File: src/rtl/mem_arbiter.sv
// Arbitrates one multi-cycle memory port between the I/D fill FSMs and D-cache
// write-through stores; drains in-flight reads after each fill.
module mem_arbiter #(
  parameter int MEM_LAT = 4
) (
  input  logic        clk,
  input  logic        rst_n,
  input  logic        ic_miss,
  input  logic [15:0] ic_addr,
  input  logic        ic_done,
  input  logic        dc_miss,
  input  logic [15:0] dc_addr,
  input  logic        dc_done,
  input  logic        dc_wr_req,
  input  logic [15:0] dc_wr_addr,
  input  logic [15:0] dc_wr_data,
  input  logic        mem_data_valid,
  output logic [15:0] mem_addr,
  output logic [15:0] mem_data_in,
  output logic        mem_enable,
  output logic        mem_wr,
  output logic        ic_data_valid,
  output logic        dc_data_valid,
  output logic        dc_wr_ack,
  output logic        ic_stall,
  output logic        dc_stall
);

  localparam int CW = $clog2(MEM_LAT + 1);

  typedef enum logic [2:0] {
    S_IDLE,
    S_WRITE,
    S_GNT_I,
    S_GNT_D,
    S_DRAIN
  } state_t;

  state_t          r_state;
  state_t          w_next;
  logic            r_last_fill;
  logic [CW-1:0]   r_drain_cnt;
  logic            w_ic_end;
  logic            w_dc_end;

  // A granted owner dropping its miss without done is treated like done.
  assign w_ic_end = ic_done | ~ic_miss;
  assign w_dc_end = dc_done | ~dc_miss;

  // NOTE: sequential state uses non-blocking assignments so every flop samples
  // pre-edge values regardless of statement order.
  always_ff @(posedge clk) begin
    if (!rst_n) begin
      r_state     <= S_IDLE;
      r_last_fill <= 1'b1;
      r_drain_cnt <= '0;
    end else begin
      r_state <= w_next;
      case (r_state)
        S_GNT_I: if (w_ic_end) begin
          r_last_fill <= 1'b0;
          r_drain_cnt <= CW'(MEM_LAT);
        end
        S_GNT_D: if (w_dc_end) begin
          r_last_fill <= 1'b1;
          r_drain_cnt <= CW'(MEM_LAT);
        end
        S_DRAIN: r_drain_cnt <= r_drain_cnt - CW'(1);
        default: r_drain_cnt <= '0;
      endcase
    end
  end

  // NOTE: defaults at the top of every always_comb keep it free of latches.
  always_comb begin
    w_next = r_state;
    case (r_state)
      S_IDLE: begin
        if (dc_wr_req)              w_next = S_WRITE;
        else if (ic_miss && dc_miss) w_next = r_last_fill ? S_GNT_I : S_GNT_D;
        else if (ic_miss)           w_next = S_GNT_I;
        else if (dc_miss)           w_next = S_GNT_D;
      end
      S_WRITE: w_next = S_IDLE;
      S_GNT_I: if (w_ic_end) w_next = S_DRAIN;
      S_GNT_D: if (w_dc_end) w_next = S_DRAIN;
      S_DRAIN: if (r_drain_cnt == CW'(1)) w_next = S_IDLE;
      default: w_next = S_IDLE;
    endcase
  end

  always_comb begin
    mem_enable    = 1'b0;
    mem_wr        = 1'b0;
    mem_addr      = 16'h0000;
    mem_data_in   = 16'h0000;
    ic_data_valid = 1'b0;
    dc_data_valid = 1'b0;
    dc_wr_ack     = 1'b0;
    case (r_state)
      S_WRITE: begin
        mem_enable  = 1'b1;
        mem_wr      = 1'b1;
        mem_addr    = dc_wr_addr;
        mem_data_in = dc_wr_data;
        dc_wr_ack   = 1'b1;
      end
      S_GNT_I: begin
        mem_enable    = 1'b1;
        mem_addr      = ic_addr;
        ic_data_valid = mem_data_valid;
      end
      S_GNT_D: begin
        mem_enable    = 1'b1;
        mem_addr      = dc_addr;
        dc_data_valid = mem_data_valid;
      end
      default: ;
    endcase
  end

  assign ic_stall = ic_miss & (r_state != S_GNT_I);
  assign dc_stall = (dc_miss & (r_state != S_GNT_D)) | (dc_wr_req & ~dc_wr_ack);

endmodule

File: config.mk
export PLATFORM = sky130hd
export DESIGN_NAME = mem_arbiter
export DESIGN_NICKNAME = d
export VERILOG_FILES = /design/src/rtl/mem_arbiter.sv
export SDC_FILE = /design/constraint.sdc
export NUM_CORES = 1
export LEC_CHECK = 0
export CORE_MARGIN = 10
export CORE_UTILIZATION = 25
export DETAILED_ROUTE_END_ITERATION = 8
export GPL_ROUTABILITY_DRIVEN = 0
export PLACE_DENSITY = 0.78
export SLEW_MARGIN = 20
export SYNTH_ARGS = -nofsm -noshare
export SYNTH_HDL_FRONTEND = slang
export SYNTH_SLANG_ARGS = --single-unit
File: constraint.sdc
create_clock -name clk -period 1.5 [get_ports clk]
set_input_delay 0.225 -clock clk [delete_from_list [all_inputs] [get_ports clk]]
set_output_delay 0.225 -clock clk [all_outputs]
set_load 0.05 [all_outputs]
# After elaboration in Yosys (flattened, before gate mapping)
# Cells that the tools add are included.
dict set report op_classes {
  add_sub_neg 1
  muxes 19
  eq_ne 11
  n_reduce_logical 7
  bitwise_logic 9
}
# operator n
set ops {}
lappend ops {{one-hot mux 16 bit (3 select lines)} 1}
lappend ops {{2-to-1 mux 3 bit} 7}
lappend ops {{2-to-1 mux 16 bit} 1}
lappend ops {{one-hot mux 3 bit (4 select lines)} 1}
lappend ops {{one-hot mux 3 bit (3 select lines)} 1}
lappend ops {{2-to-1 mux 1 bit} 7}
lappend ops {{equality test 3 x 1 -> 1 bit, second input constant} 2}
lappend ops {{equality test 3 x 2 -> 1 bit, second input constant} 2}
lappend ops {{!= test 2 bit, second input constant} 3}
lappend ops {{!= test 3 x 2 -> 1 bit, second input constant} 2}
lappend ops {{!= test 5 bit, second input constant} 1}
lappend ops {{AND reduction 4 bit} 1}
lappend ops {{bitwise AND 1 bit} 3}
lappend ops {{equality test 3 bit, second input constant} 1}
lappend ops {{logical NOT 3 bit} 1}
lappend ops {{NOT 1 bit} 3}
lappend ops {{OR 1 bit} 3}
lappend ops {{AND reduction 3 bit} 1}
lappend ops {{OR reduction 3 bit} 1}
lappend ops {{subtractor 3 x 1 -> 3 bit, second input constant} 1}
lappend ops {{one-hot mux 1 bit (2 select lines)} 1}
lappend ops {{AND reduction 2 bit} 1}
lappend ops {{nonzero test 2 bit} 1}
lappend ops {{logical AND 1 bit} 1}
dict set report word_totals {
  input_bits 72
  ff_bits 7
  out_inout_bits 39
  word_cells 50
}

# Depth between registers and ports, before layout
# Gate-level depths: netlist of the first run.
dict set report logic_depth {
  depth_word 5
  ltp_mapped 6
  ltp_nobuf 6
}

# Worst setup path after synthesis of the first run
# OpenSTA, ideal clock, no wires.
dict set report synth_path {
  kind {flip-flop to output port}
  from {reg r_state[0]}
  to {out mem_data_in[10]}
  path_stages_with_launch 5
  required_ps 1275
  path_buffers 2
  arrival_time_ps 1998
  setup_slack_ps -723
  path_cell_list {dfxtp_1 -> buf_6 -> nor3b_1 -> clkbuf_1 -> and2_1}
}
dict set report synth_between {
  elab_chain_cells 2
}
# element line_no
set synth_rtl {}
lappend synth_rtl {{start: declaration} 39} ;# state_t r_state;
lappend synth_rtl {{start signal: assignment} 58} ;# r_state <= w_next;
lappend synth_rtl {{equality test 3 x 1 -> 1 bit} 100} ;# case (r_state)
lappend synth_rtl {{2-to-1 mux 16 bit} 100}
lappend synth_rtl {{end: declaration} 19} ;# output logic [15:0] mem_data_in,
# No other way between the ends.

# Final worst setup path of the first run
dict set report layout_path {
  from {reg r_state[1]}
  to {out mem_data_in[15]}
}
# Same word-level chain as after synthesis.

==> results of run 1 <==
[metrics by stage]
| step | cells | setup TNS [ns] |
|---|---|---|
| 2_1_floorplan | 130 | -0.683 |
| 3_3_place_gp | 300 | -4.33 |
| 3_5_place_dp | 300 | -5.15 |
| 4_1_cts | 312 | -8.08 |
| 5_1_grt | 320 | -11.82 |
| 6_report | 320 | -10.00 |
[final timing paths]
check	startpoint	to	slack, ns	depth (start not counted)
hold reg to reg	r_last_fill$_SDFFE_PN1P_	r_last_fill$_SDFFE_PN1P_	0.52	1
setup reg to reg	r_state[1]$_SDFFE_PN0P_	r_state[0]$_SDFFE_PN0P_	-0.29	6
hold / removal	r_last_fill$_SDFFE_PN1P_	r_last_fill$_SDFFE_PN1P_	0.52	1
setup / recovery	r_state[1]$_SDFFE_PN0P_	mem_data_in[15]	-0.30	6
[area by class of cell]
class                      count  area [um^2]
clock buffer                   4         45.0
fill                         192          566
inverter                       5         18.8
multi-input combinational    107         1100
sequential                     7          149
tap                           48         60.1
timing repair buffer         149         1750
[worst max-delay path, stage by stage (launching register included)]
cell     delay [ns]
dfxtp_4        0.35
buf_6          0.13
buf_6          0.11
nor3b_4        0.24
buf_6          0.17
and2_1         0.18
buf_12         0.15
[logic make-up (layout without fill, tap and decap cells)]
family	Yosys count	in the layout	synth area share (%)
AOI/OAI and AO/OA	28	28	20.5
DFF	7	7	14.6
muxes	19	19	22.0
and+or+nand+nor	58	58	32.6
buffers and inverters	16	158	7.67
adders and majority gates	2	2	2.60
[repair_timing]
action | CTS | global route
pin swaps | 23 | 29
gates resized for setup | 77 | 30
endpoints found under the setup margin | 42 | 45
cloned | 0 | 1
endpoints found under the hold margin | 0 | 0
buffers inserted | 8 | 8
[power groups by stage]
stage                     registers, mW  clock network, mW  logic, mW
after CTS                         0.254              0.270       2.57
after floorplan                   0.233                  0       1.32
after detailed placement          0.262                  0       2.21
after global placement            0.260                  0       2.18
after global routing              0.261              0.286       2.88
final                             0.259              0.267       2.77
[state kept, by name (all words and copies together) (netlist names)]
register	cells
r_drain_cnt	3
r_last_fill	1
r_state	3
[placed cells by master, fill, tap and decap left out, drive strengths merged]
master and n:
or2 1, nand3b 1, o21a 1, mux2 17
a21oi 5, nor3b 3, nand4 1, o22a 1
and3b 1, nand2 4, clkdlybuf4s50 71, ha 2
mux2i 2, and2 16, and2b 1, inv 5
or3 1, dfxtp 7, a22oi 16, or4 1
o32a 1, o21ai 2, clkbuf 4, nand2b 2
and3 1, or3b 1, buf 78, a31oi 1
nor2b 2, nor2 22, a221o 1
[metal layers]
| layer | vias up | part of all wire [%] |
|---|---|---|
| met2 | 87 | 56 |
| met5 | - | 0 |
| li1 | 747 | - |
| met4 | 0 | 2.2 |
| met3 | 11 | 6.5 |
| met1 | 767 | 35 |
==> results_dict.tcl, run 1 <==
set metrics [dict create \
    p_per_area_nw_per_um2 1050 \
    clockRootBuffer "clkbuf_8" \
    synth_nets 204 \
    p_clk_share_pct 8.1 \
    hold_ws_ns 0.519 \
    finalInstanceArea_um2 3120 \
    final_nets 347 \
    dpl.hpwl_um 4670 \
    grt.met3_usage_pct 4.48 \
    finalCritPeriodShare_pct 120 \
    drive_above_1_share_pct 59.9 \
    synth-seq-area-share_pct 14.6 \
    synth_top_area_share_pct 19.9 \
    fin_ws_ns -0.300 \
    syn_to_final_growth_pct 225 \
    drv_cap 0 \
    grtUsageMet1_pct 17.7 \
    busiest_layer "met2" \
    grt_pass1_vias 1656 \
    hp-class "reg -> reg" \
    ys.warnings.count 0 \
    clockBufferDepth 2 \
    finalHoldViolations 0 \
    power.total_mw 3.29 \
    netlist-cell-type-count 33 \
    dpl_cell_area_um2 2570 \
    tritoncts "done" \
    finClkSkew_ns 0.00276 \
    pwr-share-comb_pct 84.1 \
    cp_data_arrival_time_ns 1.57 \
    vias 1612 \
    cp-start-kind "flip-flop" \
    dieArea_um2 6730 \
    rows 22 \
    synthTopCellsByCount "nor2_1 (22), mux2_2 (17), a22oi_1 (16), and2_1 (16)" \
    p_sw_share_pct 46.3 \
    report.final.slew_viol_count 0 \
    layout_min_cycle_time_ns 1.80 \
    grt_usage_pct 17.1 \
    diodes 0 \
    pwr-share-seq_pct 7.9 \
    leakagePower_nw 1.28 \
    initial_utilization_pct 26.1 \
    clock.fmax_ghz 0.556 \
    p_sw_mw 1.52 \
    routedWlPerCell_um 21.4 \
    vias_per_cell 5.04 \
    grt_util_met2_pct 33.6 \
    critPathKind "reg -> out" \
    grt_max_degree 19 \
    die_x_um 82.0 \
    cts_hold_buf 0 \
    ios 111 \
    rsz0062_at_grt "yes" \
    synth_area_leaders "mux2_2 (20%), dfxtp_1 (15%), a22oi_1 (12%)" \
    critPathCaptureType "primary output" \
    port_buffers 110 \
    synth_top_cell_by_area "mux2_2" \
    cp.required_ns 1.27 \
    post-route-drc-count 0 \
    drtIter0Drc 55 \
    grt_antenna_before_repair 0 \
    syn_area_per_cell_um2 7.40 \
    synth_edf_count 0 \
    intPower_mw 1.77 \
    drt_wl_total_um 6840 \
    final_util_pct 84.7 \
    clock_sinks 7 \
    async_reset_ff_share_pct 0 \
    clock_latency_ns 0.23 \
    die_h_um 82.0 \
    syn_inst 130 \
    setup_viol 44 \
    yosysMostFrequentCell "nor2_1" \
    numCtsBuffers 3 \
    overflow 0 \
    netlist_area_um2 962 \
    grt_pass1_wl_um 8920 \
    violations "setup timing" \
    status "complete, but fails checks" \
    ir_worst_vdd_mv 0.676 \
    path_max_fanout 9 \
    design.core.area_um2 3690 \
    slew_headroom_pct 75.4 \
    ys_ff_latch 7 \
    first_pass_iters 4 \
    antenna_left 0 \
    path_clk_slew_ns 0.04 \
    worst_pin_slew_ns 0.367 \
    htreeDepth 1 \
    synth_flop_cell "dfxtp_1" \
    pre_cts_slack_ns -0.315 \
]
(Power assumes the default switching activity.)
==> inputs of run 2 (changes only) <==
Settings changed: CTS_BUF_LIST set to sky130_fd_sc_hd__clkbuf_2 sky130_fd_sc_hd__clkbuf_4 sky130_fd_sc_hd__clkbuf_8, CTS_CLUSTER_SIZE set to 8, SETUP_SLACK_MARGIN set to 0.5.
==> results_dict.tcl, run 2 (synthesis results as in run 1) <==
set metrics [dict create \
    critPathKind "reg -> out" \
    ios 111 \
    grt_pass1_vias 1537 \
    first_pass_iters 4 \
    drtIter0Drc 47 \
    vias_per_cell 4.84 \
    cp.required_ns 1.27 \
    grt_max_degree 19 \
    fillCellCount 184 \
    largest_registers "r_drain_cnt: 3 flops, r_state: 3 flops, r_last_fill: 1 flops" \
    regArea_um2 149 \
    cp-start-kind "flip-flop" \
    drive_above_1_share_pct 60.7 \
    dpl_cell_area_um2 2760 \
    multiInputGateArea_um2 1160 \
    numCtsBuffers 3 \
    post-route-drc-count 0 \
    pwr-share-comb_pct 83.4 \
    p_per_area_nw_per_um2 1070 \
    overflow 0 \
    clockRootBuffer "clkbuf_8" \
    power.total_mw 3.35 \
    routedWlPerCell_um 20.7 \
    clock_sinks 7 \
    p_clk_share_pct 8.9 \
    status "complete, but fails checks" \
    antenna_left 0 \
    setup_viol 42 \
    violations "setup timing" \
    crit_chain "clkbuf_16, mux2_4, a22oi_2, nor2_4, buf_6" \
    p_sw_share_pct 46.2 \
    pwr-share-seq_pct 7.7 \
    hp-start "r_last_fill$_SDFFE_PN1P_" \
    dieArea_um2 6730 \
    leakagePower_nw 1.23 \
    drt_wl_total_um 6410 \
    pre_cts_slack_ns -0.372 \
    port_buffers 110 \
    finClkSkew_ns 0.000268 \
    cp_data_arrival_time_ns 1.53 \
    report.final.slew_viol_count 0 \
    final_common_cell "clkdlybuf4s50_1" \
    path_max_fanout 6 \
    clock.fmax_ghz 0.571 \
    final_nets 337 \
    critPathCaptureType "primary output" \
    fin_ws_ns -0.251 \
    diodes 0 \
    finalCritPeriodShare_pct 117 \
    die_h_um 82.0 \
    grt_antenna_before_repair 0 \
    slew_headroom_pct 78.9 \
    mostFrequentLayoutCells "clkdlybuf4s50_1 (70), buf_12 (28), nor2_4 (19), buf_4 (19)" \
    finalInstanceArea_um2 3130 \
    grt_usage_pct 16.9 \
    rows 22 \
    vias 1501 \
    initial_utilization_pct 26.1 \
    grt_pass1_wl_um 8580 \
    p_sw_mw 1.55 \
    clock_latency_ns 0.23 \
    tritoncts "done" \
    layout_min_cycle_time_ns 1.75 \
    worst_pin_slew_ns 0.317 \
    syn_to_final_growth_pct 225 \
    cts_hold_buf 0 \
    dpl.hpwl_um 4680 \
    cp_slowest_stage_delay_ns 0.41 \
    die_x_um 82.0 \
    hp-class "reg -> reg" \
    ir_worst_vdd_mv 0.788 \
    path_clk_slew_ns 0.04 \
    r2r_start "r_state[0]$_SDFFE_PN0P_" \
    design.core.area_um2 3690 \
    rsz0062_at_grt "yes" \
    intPower_mw 1.80 \
    htreeDepth 1 \
    finalHoldViolations 0 \
    critPathSlowestCell "dfxtp_4" \
    clockBufferDepth 2 \
    cp-startpoint "r_state[1]$_SDFFE_PN0P_" \
    drv_cap 0 \
]
[run 2: cell count changes in the layout (fill, tap and decap cells not counted), sizes merged]
cell           delta
buf              -11
clkbuf            +1
clkdlybuf4s50     -1
dlygate4sd2       +1
[run 2: critical path: cells and delay by family, from the launching register on]
kind | cells | cell delay (ns)
AO/OA/AOI/OAI | 1 | 0.20
buffers and inverters | 2 | 0.32
flip-flops | 1 | 0.41
multiplexers | 1 | 0.30
AND/OR/NAND/NOR | 1 | 0.06
[run 2: final timing paths]
path | end | slack, ns | depth (start not counted)
worst min register to register | r_last_fill$_SDFFE_PN1P_ | 0.54 | 1
worst max register to register | r_last_fill$_SDFFE_PN1P_ | -0.12 | 5
worst min-delay path | r_last_fill$_SDFFE_PN1P_ | 0.54 | 1
worst max-delay path | mem_addr[10] | -0.25 | 5
[run 2: timing repair]
action	CTS	global route
pin swaps	14	19
cloned	0	1
setup buffers	6	5
resized for setup	53	6
endpoints found under the setup margin	46	46
endpoints found under the hold margin	0	0
[run 2: power by group through the flow]
stage	sequential [mW]	clock, mW	combinational (mW)
detailed placement	0.251	0	2.43
global route	0.262	0.313	2.89
floorplan	0.234	0	1.53
global placement	0.249	0	2.40
finish	0.259	0.297	2.79
CTS	0.250	0.294	2.68
[run 2: area by class of cell]
| type | instances | area share, % |
|---|---|---|
| Multi-Input combinational cell | 107 | 37.0 |
| Inverter | 5 | 0.600 |
| Tap cell | 48 | 1.92 |
| Clock buffer | 4 | 1.56 |
| Timing Repair Buffer | 139 | 54.2 |
| Sequential cell | 7 | 4.76 |
[run 2: per-stage QoR]
stage	TNS (ns)	hold WS, ns	cells	util, %
finish	-7.64	0.544	310	84.7
CTS	-6.76	0.499	304	82.4
floorplan	0	0.334	130	-
global placement	-1.56	0.473	294	74.9
detailed placement	-2.02	0.489	294	74.9
global route	-9.44	0.580	310	84.7
[run 2: routing by layer]
metal  vias up  part of all wire, %  GRT usage, %
met3         8                  4.0          2.29
met4         0                  1.5          5.27
met1       718                   33          16.7
met2        49                   62          34.6
li1        726                    -             -
met5         -                    0             0
